<file path="src/rtl/enemies_wavecontrol.sv">
// Game-flow controller for the enemy movers: spawns waves, tracks survivors and kills,
// and sequences speed-stepped waves until the player wins or dies.
module enemies_wavecontrol #(
    parameter int unsigned NUM_ENEMIES       = 4,
    parameter int unsigned BASE_SPEED        = 80,
    parameter int unsigned SPEED_STEP        = 16,
    parameter int unsigned MAX_SPEED         = 400,
    parameter int unsigned INTER_WAVE_FRAMES = 120,
    parameter int unsigned MAX_WAVES         = 8
) (
    input  logic                   clk,
    input  logic                   resetN,
    input  logic                   startOfFrame,
    input  logic                   startGame,
    input  logic                   pauseBtn,
    input  logic                   playerDead,
    input  logic [NUM_ENEMIES-1:0] enemyHit,
    output logic                   restart_loc,
    output logic                   pause,
    output logic [10:0]            enemySpeed,
    output logic [3:0]             waveNumber,
    output logic [NUM_ENEMIES-1:0] aliveMask,
    output logic [7:0]             killCount,
    output logic                   gameOver,
    output logic                   gameWon
);

    localparam int unsigned FRAME_W = $clog2(INTER_WAVE_FRAMES + 1);
    localparam int unsigned POP_W   = $clog2(NUM_ENEMIES + 1);

    localparam logic [2:0] S_IDLE       = 3'd0;
    localparam logic [2:0] S_SPAWN      = 3'd1;
    localparam logic [2:0] S_PLAY       = 3'd2;
    localparam logic [2:0] S_WAVE_CLEAR = 3'd3;
    localparam logic [2:0] S_GAME_OVER  = 3'd4;
    localparam logic [2:0] S_WIN        = 3'd5;

    logic [2:0]             r_state;
    logic [FRAME_W-1:0]     r_frame_cnt;
    logic                   r_user_pause;

    logic [2:0]             w_state_nxt;
    logic [FRAME_W-1:0]     w_frame_nxt;
    logic                   w_user_pause_nxt;
    logic                   w_restart_nxt;
    logic                   w_pause_nxt;
    logic [10:0]            w_speed_nxt;
    logic [3:0]             w_wave_nxt;
    logic [NUM_ENEMIES-1:0] w_alive_nxt;
    logic [7:0]             w_kill_nxt;
    logic                   w_over_nxt;
    logic                   w_won_nxt;

    logic [NUM_ENEMIES-1:0] w_kills;
    logic [POP_W-1:0]       w_kill_pop;
    logic [8:0]             w_kill_sum;
    logic [15:0]            w_speed_sum;
    logic [10:0]            w_speed_clamped;

    // Kill accounting: only enemies still alive can be killed, so a held hit counts once.
    always_comb begin
        w_kills    = enemyHit & aliveMask;
        w_kill_pop = '0;
        for (int i = 0; i < int'(NUM_ENEMIES); i++) begin
            w_kill_pop = w_kill_pop + POP_W'(w_kills[i]);
        end
        w_kill_sum = 9'(killCount) + 9'(w_kill_pop);
    end

    // Next-wave speed, computed wide then clamped to the ceiling.
    always_comb begin
        w_speed_sum = 16'(BASE_SPEED) + ((16'(waveNumber) + 16'd1) * 16'(SPEED_STEP));
        if (w_speed_sum > 16'(MAX_SPEED)) begin
            w_speed_clamped = 11'(MAX_SPEED);
        end else begin
            w_speed_clamped = w_speed_sum[10:0];
        end
    end

    // Next-state and next-output logic.
    always_comb begin
        w_state_nxt      = r_state;
        w_frame_nxt      = r_frame_cnt;
        w_user_pause_nxt = r_user_pause;
        w_speed_nxt      = enemySpeed;
        w_wave_nxt       = waveNumber;
        w_alive_nxt      = aliveMask;
        w_kill_nxt       = killCount;

        case (r_state)
            S_IDLE, S_GAME_OVER, S_WIN: begin
                if (startGame) begin
                    w_wave_nxt  = '0;
                    w_kill_nxt  = '0;
                    w_speed_nxt = 11'(BASE_SPEED);
                    w_state_nxt = S_SPAWN;
                end
            end
            S_SPAWN: begin
                w_alive_nxt      = '1;
                w_frame_nxt      = '0;
                w_user_pause_nxt = 1'b0;
                w_state_nxt      = S_PLAY;
            end
            S_PLAY: begin
                w_alive_nxt      = aliveMask & ~enemyHit;
                w_kill_nxt       = w_kill_sum[8] ? 8'hFF : w_kill_sum[7:0];
                w_user_pause_nxt = r_user_pause ^ pauseBtn;
                if (playerDead) begin
                    w_state_nxt = S_GAME_OVER;
                end else if (aliveMask == '0) begin
                    w_frame_nxt = '0;
                    w_state_nxt = S_WAVE_CLEAR;
                end
            end
            S_WAVE_CLEAR: begin
                if (playerDead) begin
                    w_state_nxt = S_GAME_OVER;
                end else if (startOfFrame) begin
                    if (r_frame_cnt == FRAME_W'(INTER_WAVE_FRAMES - 1)) begin
                        if (waveNumber == 4'(MAX_WAVES - 1)) begin
                            w_state_nxt = S_WIN;
                        end else begin
                            w_wave_nxt  = waveNumber + 4'd1;
                            w_speed_nxt = w_speed_clamped;
                            w_state_nxt = S_SPAWN;
                        end
                    end else begin
                        w_frame_nxt = r_frame_cnt + FRAME_W'(1);
                    end
                end
            end
            default: begin
                w_state_nxt = S_IDLE;
            end
        endcase

        // Registered outputs follow the state being entered.
        w_restart_nxt = (w_state_nxt == S_SPAWN);
        w_over_nxt    = (w_state_nxt == S_GAME_OVER);
        w_won_nxt     = (w_state_nxt == S_WIN);
        case (w_state_nxt)
            S_SPAWN, S_WAVE_CLEAR: w_pause_nxt = 1'b0;
            S_PLAY:                w_pause_nxt = w_user_pause_nxt;
            default:               w_pause_nxt = 1'b1;
        endcase
    end

    always_ff @(posedge clk or negedge resetN) begin
        if (!resetN) begin
            r_state      <= S_IDLE;
            r_frame_cnt  <= '0;
            r_user_pause <= 1'b0;
            restart_loc  <= 1'b0;
            pause        <= 1'b1;
            enemySpeed   <= 11'(BASE_SPEED);
            waveNumber   <= '0;
            aliveMask    <= '0;
            killCount    <= '0;
            gameOver     <= 1'b0;
            gameWon      <= 1'b0;
        end else begin
            r_state      <= w_state_nxt;
            r_frame_cnt  <= w_frame_nxt;
            r_user_pause <= w_user_pause_nxt;
            restart_loc  <= w_restart_nxt;
            pause        <= w_pause_nxt;
            enemySpeed   <= w_speed_nxt;
            waveNumber   <= w_wave_nxt;
            aliveMask    <= w_alive_nxt;
            killCount    <= w_kill_nxt;
            gameOver     <= w_over_nxt;
            gameWon      <= w_won_nxt;
        end
    end

endmodule
</file>
<file path="config.mk">
export PLATFORM = sky130hd
export DESIGN_NAME = enemies_wavecontrol
export DESIGN_NICKNAME = d
export VERILOG_FILES = /design/src/rtl/enemies_wavecontrol.sv
export SDC_FILE = /design/constraint.sdc
export NUM_CORES = 1
export LEC_CHECK = 0
export CORE_UTILIZATION = 45
export DETAILED_ROUTE_END_ITERATION = 10
export GPL_ROUTABILITY_DRIVEN = 0
export PLACE_DENSITY = 0.7
export SYNTH_ARGS = -nofsm -noshare
export SYNTH_HDL_FRONTEND = slang
export SYNTH_SLANG_ARGS = --single-unit
</file>
<file path="constraint.sdc">
create_clock -name clk -period 3.9 [get_ports clk]
set_input_delay 0.39 -clock clk [delete_from_list [all_inputs] [get_ports clk]]
set_output_delay 0.39 -clock clk [all_outputs]
set_load 0.05 [all_outputs]
</file>
==> metrics.txt <==
Via density=5.30; Post-Syn Area=2230 um2; Die Ht=72.5 um; Reg2Reg Depth=10; post-cts repair resize count=0; Routed Antenna Nets=0; number of synthesized flops with an enable pin=0; fill cell count=between 400 and 500; FF+latch count, synth=37; # IOs=41; Final Slew Violations=0; Synth top area share=0.381; nature of the critical path endpoint=flop; die area=5250 um2; worst path arrival time=3.24 ns; Async SR Flop Fraction=1.00; initial antenna violation count=0; clk_skew=a little over 0.008 ns; via count=1797; Internal Pwr Total=between 0.9 and 1 mW; worst-path fanout max=5; final instance area=2710 um2; WP data required=4.07 ns; Final setup viols=0; net switching power figure=0.724 mW; Slew @ Worst Pin=0.802 ns; Min Hold Slack=0.180 ns; Placed Instances=between 300 and 400; Crit Path Class=input pin to flop; row count=25; Syn Inst Count=240; total core area=4750 um2; fmax=326 MHz; first-pass GRT wire length=7870 um; Sw Ratio=0.439; Cell variety after synth=56; First DRT Iteration DRCs=between 80 and 90; setup TNS=0 ns; most area-consuming cells after synthesis=dfrtp_1 38%, nor2_1 4.4%, dfstp_2 3.5%; sequential area share after synthesis=0.416; RSZ-0062 raised after global routing=no; first drt pass iteration count=4; DP Wirelength=3250 um; die width=approximately 72 um; Tcrit/Tclk final=0.787; mean post-synth cell area=9.31 um2; relative slew slack=0.465; area grow syn2layout=21.2%; H-tree Lvls=2; vias in the first global route=1635; status=completed; Hold Fails Final Rpt=0; GRT overflow=0; CTS root buf=clkbuf_8; Tot GR Track Use=0.190; Hold WC Path Type=input pin to async pin; pwr/cell area=609 nW/um2; buffers added on ports=35; layout cell share with drive strength beyond 1=0.0809; combinational power share=0.445; post-cts hold buffer count=0; Layout Cells excl Fill=roughly 340; clock share of power=0.210; min Tclk post-route=around 3.1 ns; pin count of the biggest net entering global routing=38; CTS sink count=37; Startpoint Class=input pin; Setup Buffers After CTS=0; max-cap violations=0; nets=290; antenna fix cells=0; clk buf depth=2; Initial Util=0.470; Leak=1.21 nW; Skew-Pair Late Insertion Delay=slightly below 0.3 ns; sequential share of power=0.345; total CTS buffers=5; DP Area=2590 um2; DR WL/cell=13.3 um; Ys Warns=0; Yosys top cell by area=dfrtp_1; main flop type after synthesis=dfrtp_1; peak supply drop=between 0.0003 and 0.0004 V; CTS tree=built; Clock Pin Slew Worst Setup and Hold Paths=~0.080 ns; Residual DRC=0; detailed-route wire length=roughly 4500 um
==> cell usage in the layout, fill, tap and decap left out, types with 2 or more instances in the layout <==
master and n:
a211o_1 2, a211oi_1 2, a21o_1 3, a21oi_1 11, a22o_1 2, a311oi_1 2
and2_1 4, and3_1 5, and3_2 2, and4_4 2, clkbuf_8 6, clkdlybuf4s50_1 34
conb_1 5, dfrtp_1 34, dfstp_2 3, fa_1 3, ha_1 6, inv_1 13
mux2i_1 2, nand2_1 17, nand2b_1 5, nand3_1 8, nand4_1 3, nor2_1 26
nor2b_1 8, nor3_1 8, nor4_1 2, o211ai_1 2, o21ai_0 15, o22ai_1 2
o31ai_1 5, o32a_1 2, or4_1 2, xnor2_1 2
==> kinds of logic (layout without fill, tap and decap cells) <==
kind of cell / after synthesis / count (layout) / share of synthesized area
AND/OR/NAND/NOR: 102 / 102 / 0.249
other: 1 / 5 / 0.00168
adder cells (fa/ha/maj): 9 / 9 / 0.0605
XOR/XNOR: 2 / 2 / 0.00784
multiplexers: 2 / 2 / 0.00896
buffers and inverters: 28 / 56 / 0.0622
AO/OA/AOI/OAI: 59 / 59 / 0.194
flip-flops: 37 / 37 / 0.416
==> synthesized netlist by cell type (all sizes together), types with 2 or more instances <==
| library cell | count |
|---|---|
| nand2 | 19 |
| dfstp | 3 |
| a311oi | 2 |
| clkbuf | 4 |
| a211o | 2 |
| or4 | 2 |
| mux2i | 2 |
| o211ai | 2 |
| nand4 | 3 |
| fa | 3 |
| and3 | 7 |
| nand2b | 5 |
| nand3 | 9 |
| ha | 6 |
| buf | 11 |
| o22ai | 2 |
| o31ai | 5 |
| nor3 | 8 |
| xnor2 | 2 |
| o32a | 2 |
| o21ai | 16 |
| nor2 | 26 |
| nor4 | 2 |
| and2b | 2 |
| nor2b | 8 |
| inv | 13 |
| a21o | 3 |
| a22o | 2 |
| and4 | 3 |
| and2 | 4 |
| dfrtp | 34 |
| a211oi | 2 |
| a21oi | 11 |
==> critical path, stage by stage <==
cell,delay (ns)
clkdlybuf4s50_1,0.47
nand2_1,0.08
fa_1,0.50
inv_1,0.05
fa_1,0.44
fa_1,0.45
and3_1,0.24
and4_1,0.25
a21o_1,0.16
a21oi_1,0.13
a211oi_1,0.06
==> metal layers <==
metal / global-route usage / vias to the layer above / wire, um / part of all wire
met3: 0.0403 / 5 / 153 / 0.034
met2: 0.276 / 33 / 1930 / 0.43
met4: 0.0458 / 0 / 45 / 0.010
met1: 0.287 / 844 / 2380 / 0.53
li1: - / 915 / - / -
met5: 0 / - / 0 / 0
==> layout make-up <==
type,instances,area (um2),share of cell area
well taps,67,83.8,0.0310
multi-input cells,179,1180,0.436
inverters,13,48.8,0.0180
repair buffers,35,345,0.128
clock inverters,2,37.5,0.0139
flip-flops and latches,37,930,0.343
clock buffers,6,82.6,0.0305
==> through the flow <==
step	utilization	setup WS [ns]	total power, mW
3_5_place_dp	0.544	0.495	1.31
2_1_floorplan	-	0.784	1.12
6_report	0.569	0.830	1.65
3_3_place_gp	0.544	0.546	1.31
5_1_grt	0.569	0.656	1.77
4_1_cts	0.569	0.831	1.67
==> power by group through the flow <==
stage               Sequential (mW)  Clock, mW  Combinational (mW)
detailed placement            0.574          0               0.738
global placement              0.574          0               0.735
floorplan                     0.700          0               0.417
finish                        0.568      0.346               0.735
global route                  0.583      0.376               0.806
CTS                           0.569      0.360               0.744
==> sequential cells by signal, summed over array words and instances (netlist names) <==
name	cells
r_frame_cnt	7
restart_loc	1
waveNumber	4
gameWon	1
killCount	8
r_state	3
r_user_pause	1
enemySpeed	6
gameOver	1
pause	1
aliveMask	4
==> path summary, 6_finish.rpt <==
check	end	startpoint	slack, ns
min	r_frame_cnt[5]	resetN	0.18
max reg2reg	killCount[3]	aliveMask[0]	0.99
max	killCount[3]	enemyHit[0]	0.83
min in group clk	enemySpeed[9]	enemySpeed[9]	0.49
min reg2reg	enemySpeed[9]	enemySpeed[9]	0.49
max in group asynchronous	waveNumber[0]	resetN	3.20
Power figures use the tool's default switching activity.
